## src/rtl/prescaled_updown_counter.sv

```systemverilog
// Programmable prescaler driving a bounded up/down counter.
// Load, wrap/saturate at bounds, terminal-count pulse.
module prescaled_updown_counter #(
    parameter int CNT_WIDTH = 32,
    parameter int DIV_WIDTH = 32,
    parameter int unsigned DEFAULT_DIV = 100_000_000
) (
    input  logic                 clk,
    input  logic                 rst,
    input  logic                 en,
    input  logic                 load,
    input  logic [CNT_WIDTH-1:0] load_val,
    input  logic                 up_not_down,
    input  logic                 sat_mode,
    input  logic [CNT_WIDTH-1:0] max_val,
    input  logic [DIV_WIDTH-1:0] div_val,
    input  logic                 div_wr,
    output logic                 tick,
    output logic [CNT_WIDTH-1:0] count,
    output logic                 tc,
    output logic [DIV_WIDTH-1:0] freq_div_out
);

    logic [DIV_WIDTH-1:0] period_reg;
    logic [DIV_WIDTH-1:0] presc;
    logic [DIV_WIDTH-1:0] presc_last;
    logic [CNT_WIDTH-1:0] load_clamp;
    logic [CNT_WIDTH-1:0] cnt_nxt;
    logic                 tc_nxt;

    // Last prescaler value of a period; periods of 0 and 1 tick every cycle
    always_comb begin
        presc_last = '0;
        if (period_reg > DIV_WIDTH'(1)) begin
            presc_last = period_reg - DIV_WIDTH'(1);
        end
    end

    // Loaded value is clamped to the upper bound
    always_comb begin
        load_clamp = load_val;
        if (load_val > max_val) begin
            load_clamp = max_val;
        end
    end

    // Next count for one step, bounds checked before stepping
    always_comb begin
        cnt_nxt = count;
        tc_nxt  = 1'b0;
        if (up_not_down) begin
            if (count < max_val) begin
                cnt_nxt = count + CNT_WIDTH'(1);
            end else if (sat_mode) begin
                cnt_nxt = max_val;
            end else begin
                cnt_nxt = '0;
            end
            tc_nxt = (cnt_nxt == max_val);
        end else begin
            if (count != '0) begin
                cnt_nxt = count - CNT_WIDTH'(1);
            end else if (sat_mode) begin
                cnt_nxt = '0;
            end else begin
                cnt_nxt = max_val;
            end
            tc_nxt = (cnt_nxt == '0);
        end
    end

    // Period register, prescaler and registered tick
    always_ff @(posedge clk or negedge rst) begin
        if (!rst) begin
            period_reg <= DIV_WIDTH'(DEFAULT_DIV);
            presc      <= '0;
            tick       <= 1'b0;
        end else if (div_wr) begin
            period_reg <= div_val;
            presc      <= '0;
            tick       <= 1'b0;
        end else if (load) begin
            presc <= '0;
            tick  <= 1'b0;
        end else if (en) begin
            if (presc >= presc_last) begin
                presc <= '0;
                tick  <= 1'b1;
            end else begin
                presc <= presc + DIV_WIDTH'(1);
                tick  <= 1'b0;
            end
        end else begin
            tick <= 1'b0;
        end
    end

    // Count update: load wins over a pending tick, tc only on steps
    always_ff @(posedge clk or negedge rst) begin
        if (!rst) begin
            count <= '0;
            tc    <= 1'b0;
        end else if (load) begin
            count <= load_clamp;
            tc    <= 1'b0;
        end else if (tick) begin
            count <= cnt_nxt;
            tc    <= tc_nxt;
        end else begin
            tc <= 1'b0;
        end
    end

    assign freq_div_out = presc;

endmodule

```

## config.mk

```make
export PLATFORM = sky130hd
export DESIGN_NAME = prescaled_updown_counter
export DESIGN_NICKNAME = d
export VERILOG_FILES = /design/src/rtl/prescaled_updown_counter.sv
export SDC_FILE = /design/constraint.sdc
export NUM_CORES = 1
export LEC_CHECK = 0
export BUFFER_PORTS_ARGS = -buffer_cell sky130_fd_sc_hd__buf_2
export CAP_MARGIN = 5
export CORE_MARGIN = 2
export CORE_UTILIZATION = 58
export CTS_CLUSTER_DIAMETER = 80
export CTS_CLUSTER_SIZE = 8
export DETAILED_ROUTE_END_ITERATION = 16
export PLACE_DENSITY_LB_ADDON = 0.1
export SETUP_SLACK_MARGIN = 0.15
export SLEW_MARGIN = 5
export SYNTH_ARGS = -nofsm -noshare
export SYNTH_HDL_FRONTEND = slang
export SYNTH_SLANG_ARGS = --single-unit
```

## constraint.sdc

```tcl
create_clock -name clk -period 5.4 [get_ports clk]
set_input_delay 0.54 -clock clk [delete_from_list [all_inputs] [get_ports clk]]
set_output_delay 0.54 -clock clk [all_outputs]
set_load 0.05 [all_outputs]
```

==> results.json, run 1 <==
{
  "run_status": "finished, final reports clean",
  "crit_path_max_fanout": 31,
  "synthesis.yosys.warnings": 0,
  "placedInstanceArea_um2": 11800,
  "grt-busiest-layer": "met1",
  "clock-sinks": 98,
  "timing.critical_path.to": "freq_div_out[17]",
  "drt_pass1_iterations": 6,
  "synth-main-ff-cell": "dfrtp_1",
  "initial_core_util_pct": 58.7,
  "post-route-period-util_pct": 88.7,
  "detail_route.iter0.violations": 1524,
  "timing.final.ws_setup_ns": 0.611,
  "number_of_distinct_library_cells_after_synthesis": 71,
  "gpl.final_weighted_congestion": 1.01,
  "post-route-drc-count": 0,
  "critPathKind": "flip-flop to flip-flop",
  "grt_pass1_vias": 10500,
  "critical_path.endpoint_type": "flip-flop",
  "dieHeight_um": 141,
  "least_margin_pin_slew_ns": 1.05,
  "total_leakage_power_nw": 5.35,
  "synth_fp_nets": 1570,
  "grt_max_degree": 67,
  "die_width_um": 141,
  "final-setup-viol-count": 0,
  "cts_hold_buf": 0,
  "clock_latency_ns": 0.37,
  "ant_nets": 0,
  "syn-cell-area_um2": 10900,
  "htreeDepth": 3,
  "timing.reg2reg.worst_path_depth": 17,
  "period_minus_slack_ns": 4.79,
  "synth_area_per_cell_um2": 7.95,
  "clock_tree.buffer_depth": 2,
  "synthArstFlopShare_pct": 100,
  "max_cap_violations": 0,
  "route.final.wire_length_um": 37400,
  "area_growth_syn_to_fin_pct": 11.3,
  "cts_made_buffers": 9,
  "grt_usage_pct": 37.4,
  "globalRoute.totalOverflow": 0,
  "cts-resized-gates": 0,
  "gr-usage-met1_pct": 56.8,
  "r2r_start": "period_reg[17]",
  "maxSlewViolCount": 0,
  "worstHoldPathType": "primary input to async pin",
  "count_of_flip_flops_with_a_built_in_enable_after_synthesis": 0,
  "rows": 50,
  "critPathRequiredTime_ns": 5.70,
  "critical_path_arrival_ns": 5.09,
  "r2r_slack_ns": 0.61,
  "crit_path_start_kind": "flip-flop",
  "buffer_ports.inserted": 168,
  "post_route_cells_drive_above_1_share_pct": 18.5,
  "hpwl_um": 27800,
  "cts_root_buffer": "clkbuf_16",
  "finalClockSkew_ns": 0.0154,
  "vdd_drop_max_v": 0.000143,
  "routed_via_density": 6.78,
  "finalInstanceArea_um2": 12100,
  "grt_first_pass_wirelength_um": 58800,
  "floorplan.io_pins": 169,
  "power.density_nw_per_um2": 219,
  "crit_path_start": "period_reg[17]",
  "totalNegativeSetupSlack_ns": 0,
  "groute.layer.met3.usage_pct": 8.22,
  "fp.coreArea_um2": 18500,
  "routed_wire_length_per_instance_um": 21.9,
  "ys_seq_area_share_pct": 22.7,
  "post_synth_inst_count": 1366,
  "grt_setup_unrepaired": "no",
  "total_count_of_hold_check_failures_in_the_final_report": 0,
  "timing.fmax_mhz": 209,
  "cts_setup_buffers": 0,
  "holdWs_ns": 0.285,
  "groute.layer.met2.usage_pct": 52.3,
  "antenna-diode-count": 0,
  "ys_ff_latch": 98,
  "antenna_found_initial": 1,
  "regToRegEndpoint": "freq_div_out[17]",
  "design.final.nets": 1678,
  "cts.reportedPaths.clkPinSlew_ns": 0.08,
  "worst_setup_slack_post_dpl_ns": 0.705,
  "vias": 11600,
  "slew-limit-headroom_pct": 27.9,
  "cts_tree": "built",
  "design.die.area_um2": 19800
}
worst min path at each step:
stage / slack (ns) / to / start / cells after the start
after floorplan: 0.24 / count[0] / rst / 0
after global placement: 0.53 / period_reg[19] / period_reg[19] / 1
after detailed placement: 0.55 / period_reg[19] / period_reg[19] / 1
after CTS: 0.31 / count[10] / rst / 1
after global routing: 0.35 / count[8] / rst / 1
final: 0.29 / count[8] / rst / 1
where the power goes:
group          total (mW)  switching [mW]  internal [mW]
logic                1.01           0.641          0.372
clock network       0.686           0.360          0.326
registers           0.952           0.155          0.796
total                2.65            1.16           1.49
cell type report:
| class | count | area, um2 |
|---|---|---|
| Sequential cell | 98 | 2470 |
| Timing Repair Buffer | 190 | 1010 |
| Clock inverter | 7 | 70.1 |
| Inverter | 59 | 221 |
| Clock buffer | 9 | 225 |
| Tap cell | 234 | 293 |
| Multi-Input combinational cell | 1116 | 7800 |
| Fill cell | 1654 | 6430 |
cell usage in the layout, fill, tap and decap left out, types with 19 or more instances in the layout:
master      n
buf_2     167
nand2_1   118
ha_1      101
nand3_1    96
nor2_1     89
dfrtp_1    86
a21oi_1    81
inv_1      59
o21ai_0    49
xnor2_1    46
nor3_1     44
xor2_1     40
nand4_1    40
o211ai_1   40
nor4_1     35
a21o_1     35
mux2_2     34
mux2i_1    30
buf_4      23
a221oi_1   19
through the flow:
step | instances | utilization [%] | power (mW)
6_report | 1713 | 65.3 | 2.65
5_1_grt | 1713 | 65.3 | 2.78
4_1_cts | 1713 | 65.3 | 2.63
3_5_place_dp | 1697 | 63.7 | 1.95
3_3_place_gp | 1697 | 63.7 | 1.93
2_1_floorplan | 1366 | - | 1.63
routing by layer:
metal | part of all wire (%) | routed length (um)
met1 | 45 | 16800
met2 | 40 | 15100
met3 | 12 | 4500
met4 | 2.9 | 1070
met5 | 0.021 | 8
Yosys cell counts, types with 6 or more instances:
master	count	area share, %
a2111oi_0	6	0.48
a211oi_1	8	0.55
a21o_1	35	2.4
a21oi_1	81	3.7
a221oi_1	19	1.5
a22o_1	12	0.97
a22oi_1	8	0.55
a311oi_1	9	0.73
a31oi_1	7	0.40
and2_1	9	0.52
and3_1	11	0.63
and4_1	10	0.81
buf_1	9	0.31
buf_2	8	0.37
clkbuf_1	72	2.5
dfrtp_1	86	20
dfstp_2	12	2.9
ha_1	101	12
inv_1	59	2.0
mux2_2	34	3.5
mux2i_1	30	2.8
nand2_1	118	4.1
nand2b_1	7	0.40
nand3_1	96	4.4
nand3b_1	6	0.41
nand4_1	40	2.3
nand4b_1	6	0.48
nor2_1	90	3.1
nor2b_1	12	0.69
nor3_1	44	2.0
nor4_1	35	2.0
o211ai_1	40	2.8
o21ai_0	49	2.3
o22ai_1	6	0.35
o311ai_0	6	0.48
o31a_1	9	0.73
o31ai_1	10	0.69
or2_2	8	0.46
or3_1	6	0.35
or4_1	13	0.90
xnor2_1	46	3.7
xor2_1	40	3.2
kinds of logic (layout without fill, tap and decap cells):
| logic type | count (synthesis) | in the layout | synth area share [%] |
|---|---|---|---|
| compound gates | 341 | 341 | 21.6 |
| xor+xnor | 88 | 88 | 7.35 |
| fa+ha+maj | 101 | 101 | 11.6 |
| buf+inv | 152 | 265 | 5.62 |
| flops | 98 | 98 | 22.7 |
| mux | 64 | 64 | 6.29 |
| simple gates | 522 | 522 | 24.8 |
worst max-delay path, cell delays in order (launching register included):
cell       delay (ns)
dfrtp_1          0.43
or4_1            0.59
nor4_1           0.28
nor2b_1          0.33
nand3_1          0.11
buf_4            0.24
nand2_1          0.10
ha_1             0.24
a21o_1           0.18
a21o_1           0.17
a21o_1           0.18
a211o_1          0.29
o211ai_1         0.09
a2111oi_0        0.12
buf_4            0.16
a2111oi_4        0.49
and2_1           0.51
a22o_1           0.23
(Power assumes the default switching activity.)
==> inputs of run 2 (changes only) <==
--- a/config.mk
+++ b/config.mk
@@ -9,6 +9,7 @@
 export CAP_MARGIN = 5
 export CORE_MARGIN = 2
 export CORE_UTILIZATION = 58
+export CTS_BUF_LIST = sky130_fd_sc_hd__clkbuf_4
 export CTS_CLUSTER_DIAMETER = 80
 export CTS_CLUSTER_SIZE = 8
 export DETAILED_ROUTE_END_ITERATION = 16
==> results.json, run 2 (synthesis gave the netlist of run 1 again) <==
{
  "grt_setup_unrepaired": "no",
  "final-setup-viol-count": 0,
  "antenna_found_initial": 2,
  "period_minus_slack_ns": 4.79,
  "ant_nets": 0,
  "cts_hold_buf": 0,
  "total_count_of_hold_check_failures_in_the_final_report": 0,
  "globalRoute.totalOverflow": 0,
  "critPathRequiredTime_ns": 5.85,
  "final_common_cell": "buf_2",
  "crit_path_start_kind": "flip-flop",
  "crit_path_max_fanout": 31,
  "total_leakage_power_nw": 5.28,
  "maxSlewViolCount": 0,
  "layout.cells.most_common_list": "buf_2 (167), nand2_1 (118), ha_1 (101), nand3_1 (96), nor2_1 (89)",
  "area_growth_syn_to_fin_pct": 9.87,
  "cts_setup_buffers": 0,
  "run_status": "finished, final reports clean",
  "rows": 50,
  "timing.fmax_mhz": 209,
  "finish.utilization_pct": 64.5,
  "grt_pass1_vias": 10400,
  "fin_cells": 1715,
  "routed_wire_length_per_instance_um": 21.7,
  "grt_max_degree": 67,
  "critical_path_arrival_ns": 5.24,
  "post-route-period-util_pct": 88.8,
  "vias": 11500,
  "fp.coreArea_um2": 18500,
  "htreeDepth": 3,
  "drt_pass1_iterations": 5,
  "gpl.final_weighted_congestion": 1.01,
  "clock-sinks": 98,
  "detail_route.iter0.violations": 1407,
  "grt_usage_pct": 37.1,
  "worstHoldPathType": "primary input to async pin",
  "totalNegativeSetupSlack_ns": 0,
  "post-route-drc-count": 0,
  "cts.reportedPaths.clkPinSlew_ns": 0.22,
  "buffer_ports.inserted": 168,
  "cts_tree": "built",
  "max_cap_violations": 0,
  "grt_first_pass_wirelength_um": 58300,
  "clock_latency_ns": 0.52,
  "design.die.area_um2": 19800,
  "cts-resized-gates": 0,
  "power.density_nw_per_um2": 201,
  "dieHeight_um": 141,
  "design.final.nets": 1678,
  "cts_root_buffer": "clkbuf_4",
  "routed_via_density": 6.73,
  "route.final.wire_length_um": 37200,
  "die_width_um": 141,
  "clock_tree.buffer_depth": 2,
  "layout.filler_cells": 1679,
  "finalClockSkew_ns": 0.0353,
  "totalPowerFinal_mw": 2.40,
  "vdd_drop_max_v": 0.000139,
  "least_margin_pin_slew_ns": 1.13,
  "critical_path.endpoint_type": "flip-flop",
  "initial_core_util_pct": 58.7,
  "hpwl_um": 27800,
  "critPathKind": "flip-flop to flip-flop",
  "post_route_cells_drive_above_1_share_pct": 18.5,
  "floorplan.io_pins": 169,
  "slew-limit-headroom_pct": 22.7,
  "cts_made_buffers": 9,
  "dp_cells": 1697
}
==> run 2: changes by cell type in the layout (fill, tap and decap cells not counted) <==
cell | before | now
clkbuf_16 | 9 | 0
clkbuf_4 | 0 | 9
diode_2 | 0 | 2
==> run 2: critical path: stages (launching register included) <==
cell	delay, ns
dfrtp_1	0.47
or4_1	0.58
nor4_1	0.28
nor2b_1	0.33
nand3_1	0.11
buf_4	0.24
nand2_1	0.10
ha_1	0.24
a21o_1	0.18
a21o_1	0.17
a21o_1	0.18
a211o_1	0.29
o211ai_1	0.09
a2111oi_0	0.12
buf_4	0.16
a2111oi_4	0.50
and2_1	0.49
a22o_1	0.23
==> run 2: per-layer routing <==
layer  track usage [%]  vias to the layer above  wire (um)
met3              8.59                       78       4530
met2              51.9                      695      15100
met1              56.3                     5419      16600
met4              11.3                        2        992
met5                 0                        -          8
li1                  -                     5355          -
==> run 2: layout make-up <==
type,count,area (um2),share of cell area [%]
clock inverter,7,70.1,0.587
tap,234,293,2.45
multi-input combinational,1116,7800,65.4
clock buffer,9,67.6,0.566
sequential,98,2470,20.7
inverter,59,221,1.86
antenna,2,5.00,0.0419
timing repair buffer,190,1010,8.45
==> run 2: path summary, 6_finish.rpt <==
path / from / end / slack, ns / cells past startpoint
setup / recovery: period_reg[17] / freq_div_out[17] / 0.61 / 17
hold reg to reg: period_reg[19] / period_reg[19] / 0.59 / 1
hold / removal: rst / count[29] / 0.10 / 1
max in group asynchronous: rst / freq_div_out[13] / 4.24 / 2
min in group clk: div_val[1] / period_reg[1] / 0.24 / 3
setup reg to reg: period_reg[17] / freq_div_out[17] / 0.61 / 17
==> run 2: per-stage QoR <==
stage / hold slack [ns] / instance area [um2] / worst slack (ns)
after global placement: 0.530 / 11800 / 0.835
final: 0.101 / 11900 / 0.605
after global routing: 0.165 / 11900 / 0.227
after detailed placement: 0.555 / 11800 / 0.705
after floorplan: 0.244 / 10900 / 0.549
after CTS: 0.118 / 11900 / 0.649
==> run 2: report_power, final <==
group	internal, mW	switching [mW]
Sequential	0.797	0.157
Clock	0.106	0.331
Combinational	0.372	0.640
Total	1.28	1.13
==> inputs of run 3 (changes only) <==
--- a/config.mk
+++ b/config.mk
@@ -14,6 +14,7 @@
 export CTS_CLUSTER_SIZE = 8
 export DETAILED_ROUTE_END_ITERATION = 16
 export PLACE_DENSITY_LB_ADDON = 0.1
+export REMOVE_ABC_BUFFERS = 1
 export SETUP_SLACK_MARGIN = 0.15
 export SLEW_MARGIN = 5
 export SYNTH_ARGS = -nofsm -noshare
==> results.json, run 3 (synthesis gave the netlist of run 1 again) <==
{
  "run_status": "finished, final reports clean",
  "clock-sinks": 98,
  "totalNegativeSetupSlack_ns": 0,
  "ant_nets": 0,
  "routed_via_density": 6.73,
  "r2r_slack_ns": 0.69,
  "htreeDepth": 3,
  "fin_cells": 1715,
  "hpwl_um": 27400,
  "finalInstanceArea_um2": 11900,
  "crit_path_start_kind": "flip-flop",
  "grt_setup_unrepaired": "no",
  "holdPathStages": 3,
  "final-setup-viol-count": 0,
  "cp.buffers_inverters": 2,
  "cts_tree": "built",
  "cts_setup_buffers": 0,
  "buffer_ports.inserted": 168,
  "fp.coreArea_um2": 18500,
  "cp_slowest_cell": "or4_1",
  "routed_wire_length_per_instance_um": 21.5,
  "hold_path_origin": "div_val[0]",
  "critPathMostFrequentCell": "a21o_1",
  "crit_path_max_fanout": 19,
  "final_common_cell": "buf_2",
  "critical_path_arrival_ns": 5.18,
  "worst_setup_slack_post_dpl_ns": 0.746,
  "grt_first_pass_wirelength_um": 57600,
  "worstHoldPathType": "primary input to flip-flop",
  "design.final.nets": 1678,
  "rows": 50,
  "detail_route.iter0.violations": 1175,
  "floorplan.io_pins": 169,
  "post_route_cells_drive_above_1_share_pct": 18.3,
  "critPathKind": "flip-flop to flip-flop",
  "least_margin_pin_slew_ns": 1.01,
  "max_cap_violations": 0,
  "dp_cells": 1696,
  "regToRegEndpoint": "freq_div_out[17]",
  "maxSlewViolCount": 0,
  "layout.cells.most_common_list": "buf_2 (167), nand2_1 (118), ha_1 (101), nand3_1 (96), nor2_1 (89)",
  "grt_usage_pct": 36.5,
  "cts_made_buffers": 9,
  "total_count_of_hold_check_failures_in_the_final_report": 0,
  "clock_tree.buffer_depth": 2,
  "dieHeight_um": 141,
  "finalClockSkew_ns": 0.0229,
  "critPathTopFamily": "simple AND/OR/NAND/NOR gates",
  "r2r_start": "period_reg[19]",
  "grt_max_degree": 65,
  "period_minus_slack_ns": 4.71,
  "timing.critical_path.slowest_cell_delay_ns": 0.59,
  "critical_path.endpoint_type": "flip-flop",
  "gpl.final_weighted_congestion": 0.999,
  "post-route-period-util_pct": 87.3,
  "timing.fmax_mhz": 212,
  "critPathRequiredTime_ns": 5.87,
  "cts_root_buffer": "clkbuf_4",
  "power.density_nw_per_um2": 201,
  "totalPowerFinal_mw": 2.39,
  "slew-limit-headroom_pct": 30.7,
  "layout.filler_cells": 1682,
  "clock_latency_ns": 0.53,
  "route.final.wire_length_um": 36800,
  "grt_pass1_vias": 10800,
  "drt_pass1_iterations": 7,
  "timing.reg2reg.worst_path_depth": 17,
  "initial_core_util_pct": 58.7,
  "antenna_found_initial": 1,
  "design.die.area_um2": 19800,
  "finish.utilization_pct": 64.4,
  "total_leakage_power_nw": 5.29,
  "area_growth_syn_to_fin_pct": 9.81,
  "critical_path_cell_by_cell": "or4_1 > nor4_1 > nor2b_1 > nand3_1 > buf_4 > nand2_1 > ha_1 > a21o_1 > a21o_1 > a21o_1 > a211o_1 > o211ai_1 > a2111oi_0 > buf_4 > a2111oi_4 > and2_1 > a22o_1",
  "post-route-drc-count": 0,
  "globalRoute.totalOverflow": 0,
  "die_width_um": 141,
  "holdWs_ns": 0.219,
  "timing.final.ws_setup_ns": 0.687,
  "vdd_drop_max_v": 0.000168,
  "timing.critical_path.depth": 17,
  "placedInstanceArea_um2": 11800,
  "min_delay_worst_endpoint": "period_reg[0]",
  "vias": 11500,
  "cts.reportedPaths.clkPinSlew_ns": 0.19
}
## run 3: worst max-delay path by stage
stage                     slack (ns)            from          endpoint
after floorplan                -1.20   period_reg[3]  freq_div_out[16]
after global placement          0.85  period_reg[17]   freq_div_out[7]
after detailed placement        0.75  period_reg[17]  freq_div_out[22]
after CTS                       0.71  period_reg[17]  freq_div_out[17]
after global routing            0.39  period_reg[17]  freq_div_out[20]
final                           0.69  period_reg[19]  freq_div_out[17]
## run 3: cell type report
class                           count  area [um2]  area share [%]
Inverter                           59         221            1.86
Clock buffer                        9        67.6           0.566
Sequential cell                    98        2470            20.7
Antenna cell                        2        5.00          0.0420
Tap cell                          234         293            2.45
Multi-Input combinational cell   1116        7800            65.4
Clock inverter                      7        61.3           0.514
Timing Repair Buffer              190        1010            8.47
## run 3: routing by layer
metal	part of all wire (%)	track usage (%)	vias up
li1	-	-	5363
met1	39	46.5	5398
met2	46	60.8	651
met3	9.0	5.23	127
met4	5.2	18.6	0
met5	0	0	-
## run 3: repair_timing
item                                   in CTS  in global routing
hold buffers                                1                  0
endpoints found under the hold margin      32                  0
gates resized for setup                     0                  0
## run 3: report_power, final
part,internal [mW],switching [mW]
Clock,0.103,0.327
Sequential,0.797,0.169
Combinational,0.371,0.626
Total,1.27,1.12
## run 3: worst register-to-register path: stages (launching register included)
cell	delay, ns
dfrtp_1	0.44
or4_1	0.59
nor4_1	0.25
nor2b_1	0.37
nand3_1	0.16
buf_4	0.24
nand2_1	0.07
ha_1	0.23
a21o_1	0.18
a21o_1	0.17
a21o_1	0.17
a211o_1	0.29
o211ai_1	0.09
a2111oi_0	0.11
buf_4	0.16
a2111oi_4	0.38
and2_1	0.51
a22o_1	0.23
